`config.mk`:
```
export PLATFORM = sky130hd
export DESIGN_NAME = fp_unit_arbiter
export DESIGN_NICKNAME = d
export VERILOG_FILES = /design/src/rtl/fp_unit_arbiter.sv
export SDC_FILE = /design/constraint.sdc
export NUM_CORES = 2
export LEC_CHECK = 0
export CAP_MARGIN = 0
export CORE_MARGIN = 4
export CORE_UTILIZATION = 47
export CTS_BUF_LIST = sky130_fd_sc_hd__clkbuf_2 sky130_fd_sc_hd__clkbuf_4 sky130_fd_sc_hd__clkbuf_8
export DETAILED_ROUTE_END_ITERATION = 7
export GPL_TIMING_DRIVEN = 1
export PLACE_DENSITY_LB_ADDON = 0.2
export SKIP_LAST_GASP = 1
export SYNTH_ARGS = -nofsm -noshare
export SYNTH_HDL_FRONTEND = slang
export SYNTH_SLANG_ARGS = --single-unit
```
`constraint.sdc`:
```
create_clock -name clk -period 36.9 [get_ports clk]
set_input_delay 11.07 -clock clk [delete_from_list [all_inputs] [get_ports clk]]
set_output_delay 11.07 -clock clk [all_outputs]
set_load 0.05 [all_outputs]
```
`src/rtl/fp_unit_arbiter.sv`:
```
// Round-robin arbiter sharing one single-precision add/sub/mult datapath among N requesters.
// Results return through a fixed-latency pipeline tagged with the requester id.
module fp_unit_arbiter #(
    parameter int N   = 4,
    parameter int IDW = 2,
    parameter int LAT = 2
) (
    input  logic            clk,
    input  logic            reset,
    input  logic [N-1:0]    req_valid,
    input  logic [2*N-1:0]  req_op,
    input  logic [32*N-1:0] req_a,
    input  logic [32*N-1:0] req_b,
    output logic [N-1:0]    req_ready,
    output logic            rsp_valid,
    output logic [IDW-1:0]  rsp_id,
    output logic [31:0]     rsp_data,
    output logic            rsp_err,
    output logic [N-1:0]    rsp_done,
    output logic            busy
);
    localparam int PS = LAT - 1;

    function automatic logic [4:0] lzc24(input logic [23:0] v);
        logic [4:0] n;
        logic       seen;
        n    = 5'd0;
        seen = 1'b0;
        for (int i = 23; i >= 0; i--) begin
            seen = seen | v[i];
            n    = seen ? n : n + 5'd1;
        end
        return n;
    endfunction

    // Exponent arrives as a signed 10-bit value; underflow flushes to zero, overflow saturates to inf.
    function automatic logic [31:0] fp_pack(input logic s, input logic [9:0] e, input logic [22:0] f);
        logic [31:0] r;
        if (e[9] || e == 10'd0) r = 32'd0;
        else if (e >= 10'd255) r = {s, 8'hFF, 23'd0};
        else r = {s, e[7:0], f};
        return r;
    endfunction

    function automatic logic [31:0] fp_add(input logic [31:0] a, input logic [31:0] b);
        logic [31:0] x, y, r;
        logic [23:0] mx, my, nrm;
        logic [7:0]  d;
        logic [24:0] s;
        logic [4:0]  lz;
        if (a[30:0] >= b[30:0]) begin
            x = a;
            y = b;
        end else begin
            x = b;
            y = a;
        end
        mx  = (x[30:23] == 8'd0) ? 24'd0 : {1'b1, x[22:0]};
        my  = (y[30:23] == 8'd0) ? 24'd0 : {1'b1, y[22:0]};
        d   = x[30:23] - y[30:23];
        my  = (d > 8'd24) ? 24'd0 : (my >> d);
        s   = 25'd0;
        lz  = 5'd0;
        nrm = 24'd0;
        if (mx == 24'd0) begin
            r = 32'd0;
        end else if (x[31] == y[31]) begin
            s = {1'b0, mx} + {1'b0, my};
            if (s[24]) r = fp_pack(x[31], {2'b00, x[30:23]} + 10'd1, s[23:1]);
            else r = fp_pack(x[31], {2'b00, x[30:23]}, s[22:0]);
        end else begin
            s   = {1'b0, mx} - {1'b0, my};
            lz  = lzc24(s[23:0]);
            nrm = s[23:0] << lz;
            if (s == 25'd0) r = 32'd0;
            else r = fp_pack(x[31], {2'b00, x[30:23]} - {5'd0, lz}, nrm[22:0]);
        end
        return r;
    endfunction

    // Only the top 17 fraction bits of each operand enter the 18x18 product.
    function automatic logic [31:0] fp_mul(input logic [31:0] a, input logic [31:0] b);
        logic [35:0] p;
        logic [9:0]  e;
        logic [31:0] r;
        p = {18'd0, 1'b1, a[22:6]} * {18'd0, 1'b1, b[22:6]};
        e = {2'b00, a[30:23]} + {2'b00, b[30:23]} - 10'd127 + {9'd0, p[35]};
        if (a[30:23] == 8'd0 || b[30:23] == 8'd0) r = 32'd0;
        else if (p[35]) r = fp_pack(a[31] ^ b[31], e, p[34:12]);
        else r = fp_pack(a[31] ^ b[31], e, p[33:11]);
        return r;
    endfunction

    logic [N-1:0]   pending_r, elig_s, grant_s, done_s;
    logic [IDW-1:0] rr_ptr_r, grant_id_s, s0_id_r;
    logic           found_s, hit_s, s0_valid_r, core_err_s, busy_s;
    logic [1:0]     sel_op_s, s0_op_r;
    logic [31:0]    sel_a_s, sel_b_s, s0_a_r, s0_b_r, core_data_s;
    logic           p_valid_r [PS];
    logic [IDW-1:0] p_id_r    [PS];
    logic [31:0]    p_data_r  [PS];
    logic           p_err_r   [PS];
    logic [N-1:0]   p_done_r  [PS];

    assign elig_s = req_valid & ~pending_r;

    // Rotating priority: first pass covers indices at/after rr_ptr, second pass wraps from 0.
    always_comb begin
        grant_s    = {N{1'b0}};
        grant_id_s = {IDW{1'b0}};
        found_s    = 1'b0;
        hit_s      = 1'b0;
        for (int i = 0; i < N; i++) begin
            hit_s      = ~found_s & elig_s[i] & (i >= int'(rr_ptr_r));
            grant_s[i] = grant_s[i] | hit_s;
            grant_id_s = hit_s ? IDW'(i) : grant_id_s;
            found_s    = found_s | hit_s;
        end
        for (int i = 0; i < N; i++) begin
            hit_s      = ~found_s & elig_s[i];
            grant_s[i] = grant_s[i] | hit_s;
            grant_id_s = hit_s ? IDW'(i) : grant_id_s;
            found_s    = found_s | hit_s;
        end
    end

    assign req_ready = reset ? {N{1'b0}} : grant_s;

    // Operand mux driven by the one-hot grant.
    always_comb begin
        sel_op_s = 2'd0;
        sel_a_s  = 32'd0;
        sel_b_s  = 32'd0;
        for (int i = 0; i < N; i++) begin
            sel_op_s = sel_op_s | (req_op[2*i +: 2] & {2{grant_s[i]}});
            sel_a_s  = sel_a_s | (req_a[32*i +: 32] & {32{grant_s[i]}});
            sel_b_s  = sel_b_s | (req_b[32*i +: 32] & {32{grant_s[i]}});
        end
    end

    // Issue register, pending bits and round-robin pointer.
    always_ff @(posedge clk or posedge reset) begin
        if (reset) begin
            s0_valid_r <= 1'b0;
            s0_op_r    <= 2'd0;
            s0_a_r     <= 32'd0;
            s0_b_r     <= 32'd0;
            s0_id_r    <= {IDW{1'b0}};
            rr_ptr_r   <= {IDW{1'b0}};
            pending_r  <= {N{1'b0}};
        end else begin
            s0_valid_r <= found_s;
            pending_r  <= (pending_r & ~rsp_done) | grant_s;
            if (found_s) begin
                s0_op_r  <= sel_op_s;
                s0_a_r   <= sel_a_s;
                s0_b_r   <= sel_b_s;
                s0_id_r  <= grant_id_s;
                rr_ptr_r <= (grant_id_s == IDW'(N-1)) ? {IDW{1'b0}} : grant_id_s + IDW'(1);
            end
        end
    end

    // Combinational FP core reading the issue register.
    always_comb begin
        core_err_s = 1'b0;
        case (s0_op_r)
            2'b00:   core_data_s = fp_add(s0_a_r, s0_b_r);
            2'b01:   core_data_s = fp_add(s0_a_r, {~s0_b_r[31], s0_b_r[30:0]});
            2'b10:   core_data_s = fp_mul(s0_a_r, s0_b_r);
            default: begin
                core_data_s = 32'd0;
                core_err_s  = 1'b1;
            end
        endcase
        for (int i = 0; i < N; i++) begin
            done_s[i] = s0_valid_r & (s0_id_r == IDW'(i));
        end
    end

    // Output stages; fields are zeroed when no result is travelling.
    always_ff @(posedge clk or posedge reset) begin
        if (reset) begin
            for (int s = 0; s < PS; s++) begin
                p_valid_r[s] <= 1'b0;
                p_id_r[s]    <= {IDW{1'b0}};
                p_data_r[s]  <= 32'd0;
                p_err_r[s]   <= 1'b0;
                p_done_r[s]  <= {N{1'b0}};
            end
        end else begin
            p_valid_r[0] <= s0_valid_r;
            p_id_r[0]    <= s0_valid_r ? s0_id_r : {IDW{1'b0}};
            p_data_r[0]  <= s0_valid_r ? core_data_s : 32'd0;
            p_err_r[0]   <= s0_valid_r & core_err_s;
            p_done_r[0]  <= done_s;
            for (int s = 1; s < PS; s++) begin
                p_valid_r[s] <= p_valid_r[s-1];
                p_id_r[s]    <= p_id_r[s-1];
                p_data_r[s]  <= p_data_r[s-1];
                p_err_r[s]   <= p_err_r[s-1];
                p_done_r[s]  <= p_done_r[s-1];
            end
        end
    end

    // Activity flag over every pipeline valid bit and pending bit.
    always_comb begin
        busy_s = s0_valid_r | (|pending_r);
        for (int s = 0; s < PS; s++) begin
            busy_s = busy_s | p_valid_r[s];
        end
    end

    assign busy      = busy_s;
    assign rsp_valid = p_valid_r[PS-1];
    assign rsp_id    = p_id_r[PS-1];
    assign rsp_data  = p_data_r[PS-1];
    assign rsp_err   = p_err_r[PS-1];
    assign rsp_done  = p_done_r[PS-1];

endmodule

```
== Yosys cells after proc, flatten, opt, wreduce, memory -nomap -nowiden ==
Index checks and enable logic that the tools add are counted.

* Output and inout port bits: 45
* Flip-flop bits (word level): 115
* Word-level logic and storage cells: 333
* Input port bits: 270

* Add/sub/neg operators: 60
* Equal/unequal tests: 8
* Order comparisons: 13
* Reduce and logical (&&, ||, !) cells: 25
* Multiplexer cells: 101
* Bitwise logic cells: 109
* Multiply operators: 1
* Shift operators: 4

{| class="wikitable"
|+ Operators with widths
! operator !! number
|-
| two-way mux 32 bit || 27
|-
| AND 32 bit || 8
|-
| two-way mux 31 bit || 8
|-
| two-way mux 5 bit || 40
|-
| OR 32 bit || 6
|-
| adder 5 x 1 -> 5 bit (second input constant) || 38
|-
| two-way mux 24 bit || 6
|-
| case mux 32 bit (3 select lines) || 1
|-
| OR 1 bit || 59
|-
| adder 24 x 24 -> 25 bit || 2
|-
| zero test 10 bit || 5
|-
| zero test 25 bit || 2
|-
| subtractor 24 x 24 -> 25 bit || 2
|-
| zero test 24 bit || 2
|-
| zero test 8 bit || 6
|-
| << shifter 24 x 5 -> 23 bit || 2
|-
| right shift 24 x 8 -> 24 bit || 2
|-
| multiplier 18 x 18 -> 36 bit || 1
|-
| >= comparator 31 bit || 1
|-
| >= comparator 10 x 8 -> 1 bit (second input constant) || 3
|-
| two-way mux 2 bit || 10
|-
| adder 8 x 1 -> 9 bit (second input constant) || 2
|-
| >= comparator 9 x 8 -> 1 bit (second input constant) || 2
|-
| subtractor 8 x 5 -> 9 bit || 2
|-
| other kinds (32) || 84
|}

== Longest topological paths before layout ==
* Depth after elaboration: 64
* Mapped depth: 110
* Gate-level depth less buffers: 104

== Worst setup path after synthesis ==
Ideal clock, no wire load.

* Path type: input port to output port
* Start: input reset
* End: output req_ready[2]
* Arrival time: 14,243 ps
* Setup slack: 11,587 ps
* Path buffers: 0
* Stages on the path: 2
* Cell sequence: inv_1 > and3_1

* Cells in the longest elaborated chain, start to end: 1

{| class="wikitable"
|+ Ends and longest elaborated chain
! element !! RTL line !! text
|-
| start: declaration || 9 || <nowiki>input logic reset,</nowiki>
|-
| two-way mux 4 bit || 127 || <nowiki>assign req_ready = reset ? {N{1'b0}} : grant_s;</nowiki>
|-
| end: declaration || 14 || <nowiki>output logic [N-1:0] req_ready,</nowiki>
|}

No other way between the ends.

== Final worst setup path ==
* Start: input req_valid[3]
* End: output req_ready[1]

* Cells in the longest elaborated chain, start to end: 10

{| class="wikitable"
|+ Ends and longest elaborated chain
! element !! RTL line !! text
|-
| start: declaration || 10 || <nowiki>input logic [N-1:0] req_valid,</nowiki>
|-
| AND 4 bit (*) || 105 || <nowiki>assign elig_s = req_valid & ~pending_r;</nowiki>
|-
| AND 1 bit (*) || 114 || <nowiki>hit_s = ~found_s & elig_s[i] & (i >= int'(rr_ptr_r));</nowiki>
|-
| OR 1 bit (*) || 117 || <nowiki>found_s = found_s | hit_s;</nowiki>
|-
| inverter 1 bit || 120 || <nowiki>hit_s = ~found_s & elig_s[i];</nowiki>
|-
| AND 1 bit || 120 ||
|-
| OR 1 bit (*) || 123 || <nowiki>found_s = found_s | hit_s;</nowiki>
|-
| inverter 1 bit (*) || 120 ||
|-
| AND 1 bit (*) || 120 ||
|-
| OR 1 bit (*) || 121 || <nowiki>grant_s[i] = grant_s[i] | hit_s;</nowiki>
|-
| two-way mux 4 bit (*) || 127 ||
|}

Mark *: on every way between the ends. The rest lies on a longest branch, timed or not.

==> run summary <==
outcome: complete, but fails checks
failing checks: design-rule violations
Worst R2R End: rsp_data[13]
#FFs+latches synth: 115
CTS Sinks: 115
critical register-to-register path startpoint: s0_b_r[8]
Mean Syn Cell Area: 7.78 µm²
Critical Path AT: 13.20 ns
RSZ-0062 raised after global routing: false
Detail Placement HPWL: 71,900 µm
post-synthesis cell area: 26,800 µm²
Fmax achieved: 41.2 MHz
I/O Pins: 315
Mapped Cells: 3,437
drt first pass iters: 8
Min-Delay Endpoint: rsp_done[0]
Setup CP Type: in -> out
Ys Warns: 0
Clock Pin Slew Worst Setup and Hold Paths: 0.10 ns
initial antenna violation count: 2
sequential-to-total area share from yosys stat: 10.8%
CP endpoint kind: primary output
Post-CTS Setup Bufs: 0
post-route ant nets: 0
Worst Max-Slew Pin Slew: 1.20 ns
TritonCTS Buffers: 17
TNS Setup: 0 ns
die height: 247 µm
wirelength, routed: 91,500 µm
hold_sp: s0_id_r[1]
post-synthesis cell type count: 108
Final Hold Vio Count: 0
max_cap viols: 0
root buffer cell: clkbuf_8
die area: 60,800 µm²
final worst path period share: 65.8%
Die W: 247 µm
syn nets: 4,217
R2R Setup Slk: 12.65 ns
Relative slew margins: 20.1%
clock period minus worst slack: 24.27 ns
vias in the first global route: 25,700
largest net degree at the start of global routing: 84
effective utilization at floorplan: 47.5%
RePlAce Congestion: 0.971
asr flop ratio synth: 100%
Resized Gates After CTS: 0
crit path max fanout: 5
Post-CTS Hold Buffers: 0
Core ar.: 56,400 µm²
final clock skew: 0.0247 ns
GR Util All Layers: 29.8%
Final nets: 4,406
Slew Limit Fails: 0
Hold Path Depth: 1
CTS tree: yes
total gr overflow: 0
PortBufs: 314
final number of setup-violating endpoints: 0
DRC: 1
H-tree levels: 4
Avg Vias per Cell: 5.92
Via Count: 26,000
# rows: 87
Hold Path Class: reg -> reg
DR iter-0 viols: 2,354
Startpoint Class: primary input
Area Growth Syn to Fin: 15.8%
Most used DFF post-synth: dfrtp_1
global-route wire length before repair: 143,000 µm
share of cells above drive strength 1: 4.84%
routed length per instance: 20.8 µm
R2R cell count: 103
Post-synth EDFFs: 0
buffer depth of the longest clock path: 2
clock latency on the worst-skew pair: 0.48 ns
WP data required: 25.83 ns
how the worst max path moves through the flow:
stage	startpoint	cells past startpoint	slack, ns	end
3_3_place_gp	req_valid[3]	6	12.64	req_ready[1]
5_1_grt	s0_b_r[12]	105	10.59	rsp_data[15]
2_1_floorplan	reset	2	11.59	req_ready[2]
3_5_place_dp	reset	4	12.65	req_ready[2]
4_1_cts	req_valid[3]	6	12.63	req_ready[1]
6_report	req_valid[3]	6	12.63	req_ready[1]
per-layer routing:
metal | routed length (µm) | track usage [%] | vias to the layer above
li1 | - | - | 12200
met3 | 6760 | 4.35 | 144
met5 | 0 | 0 | -
met2 | 43800 | 51.2 | 1022
met4 | 2570 | 8.09 | 0
met1 | 38400 | 39.1 | 12600
critical path, cell delays in order:
cell	delay, ns
clkdlybuf4s50_1	0.39
nor2b_1	0.17
or2_2	0.34
a211oi_4	0.25
and2_1	0.16
clkdlybuf4s50_1	0.81
state kept, by name, indices dropped and copies added, names as in the netlist:
register / count
rsp_valid: 1
rsp_done: 4
rsp_err: 1
s0_op_r: 2
pending_r: 4
s0_a_r: 32
rsp_id: 2
s0_id_r: 2
rr_ptr_r: 2
s0_b_r: 32
s0_valid_r: 1
rsp_data: 32
kinds of logic (layout without fill, tap and decap cells):
logic type               Yosys count  after routing  synth area share (%)
multiplexers                      93             93                  3.63
AO/OA/AOI/OAI                    821            821                  20.9
adder cells (fa/ha/maj)          512            512                  31.2
other                              0              2                     0
buffers and inverters            596            798                  8.51
flip-flops                       115            115                  10.8
AND/OR/NAND/NOR                 1186           1186                  20.9
XOR/XNOR                         114            114                  4.08
cells in the mapped netlist (26+ instances only):
cell type  instances  area share (%)
a21o_1            42             1.2
a21oi_1          228             4.3
a222oi_1          66             2.5
a31oi_1           83             1.9
and2_1           132             3.1
and3_1            26            0.61
clkbuf_1         167             2.3
dfrtp_1          115              11
fa_1             258              19
ha_1             252              12
inv_1            386             5.4
mux2i_1           79             3.0
nand2_1          435             6.1
nand2b_1          33            0.77
nand3_1           69             1.3
nor2_1           264             3.7
nor2b_1           27            0.63
nor3_1            79             1.5
o21a_1            32            0.90
o21ai_0          101             1.9
o22ai_1           47             1.1
or3_1             27            0.63
xnor2_1           72             2.4
xor2_1            34             1.1
through the flow:
stage / area [µm²] / setup slack (ns) / utilization, % / cells / hold WS [ns]
floorplan: 26800 / 11.59 / - / 3437 / 0.452
global placement: 30600 / 12.64 / 54.2 / 4363 / 0.486
detailed placement: 30600 / 12.65 / 54.2 / 4363 / 0.497
CTS: 31000 / 12.63 / 54.9 / 4395 / 0.512
global route: 31000 / 10.59 / 54.9 / 4397 / 0.539
finish: 31000 / 12.63 / 54.9 / 4397 / 0.512
cells in the final DEF, fill, tap and decap left out, drive strengths merged, types with 15 or more instances in the layout:
cell,n
or3,27
and2,134
fa,258
nand2,435
o211ai,25
nor2b,27
and3,26
nand3,69
xor2,37
o21ai,120
nand2b,33
clkdlybuf4s50,314
o22ai,47
a222oi,66
ha,252
nor2,265
a21oi,228
a211oi,24
nand4,24
dfrtp,115
a31oi,84
clkbuf,17
o21a,32
nor3,82
nor4,17
mux2i,80
xnor2,74
buf,59
a21o,42
or2,17
o21bai,15
inv,402
area by class of cell:
| type | count | area, µm² |
|---|---|---|
| diodes | 2 | 5.00 |
| well taps | 756 | 946 |
| inverters | 393 | 1480 |
| repair buffers | 373 | 3590 |
| clock buffers | 17 | 234 |
| clock inverters | 15 | 181 |
| flip-flops and latches | 115 | 2880 |
| fillers | 5483 | 25400 |
| multi-input cells | 2726 | 21700 |
Power is left out: the tool's default activity adds up to more than one toggle a clock period on the data nets, which glitch-free logic cannot reach.
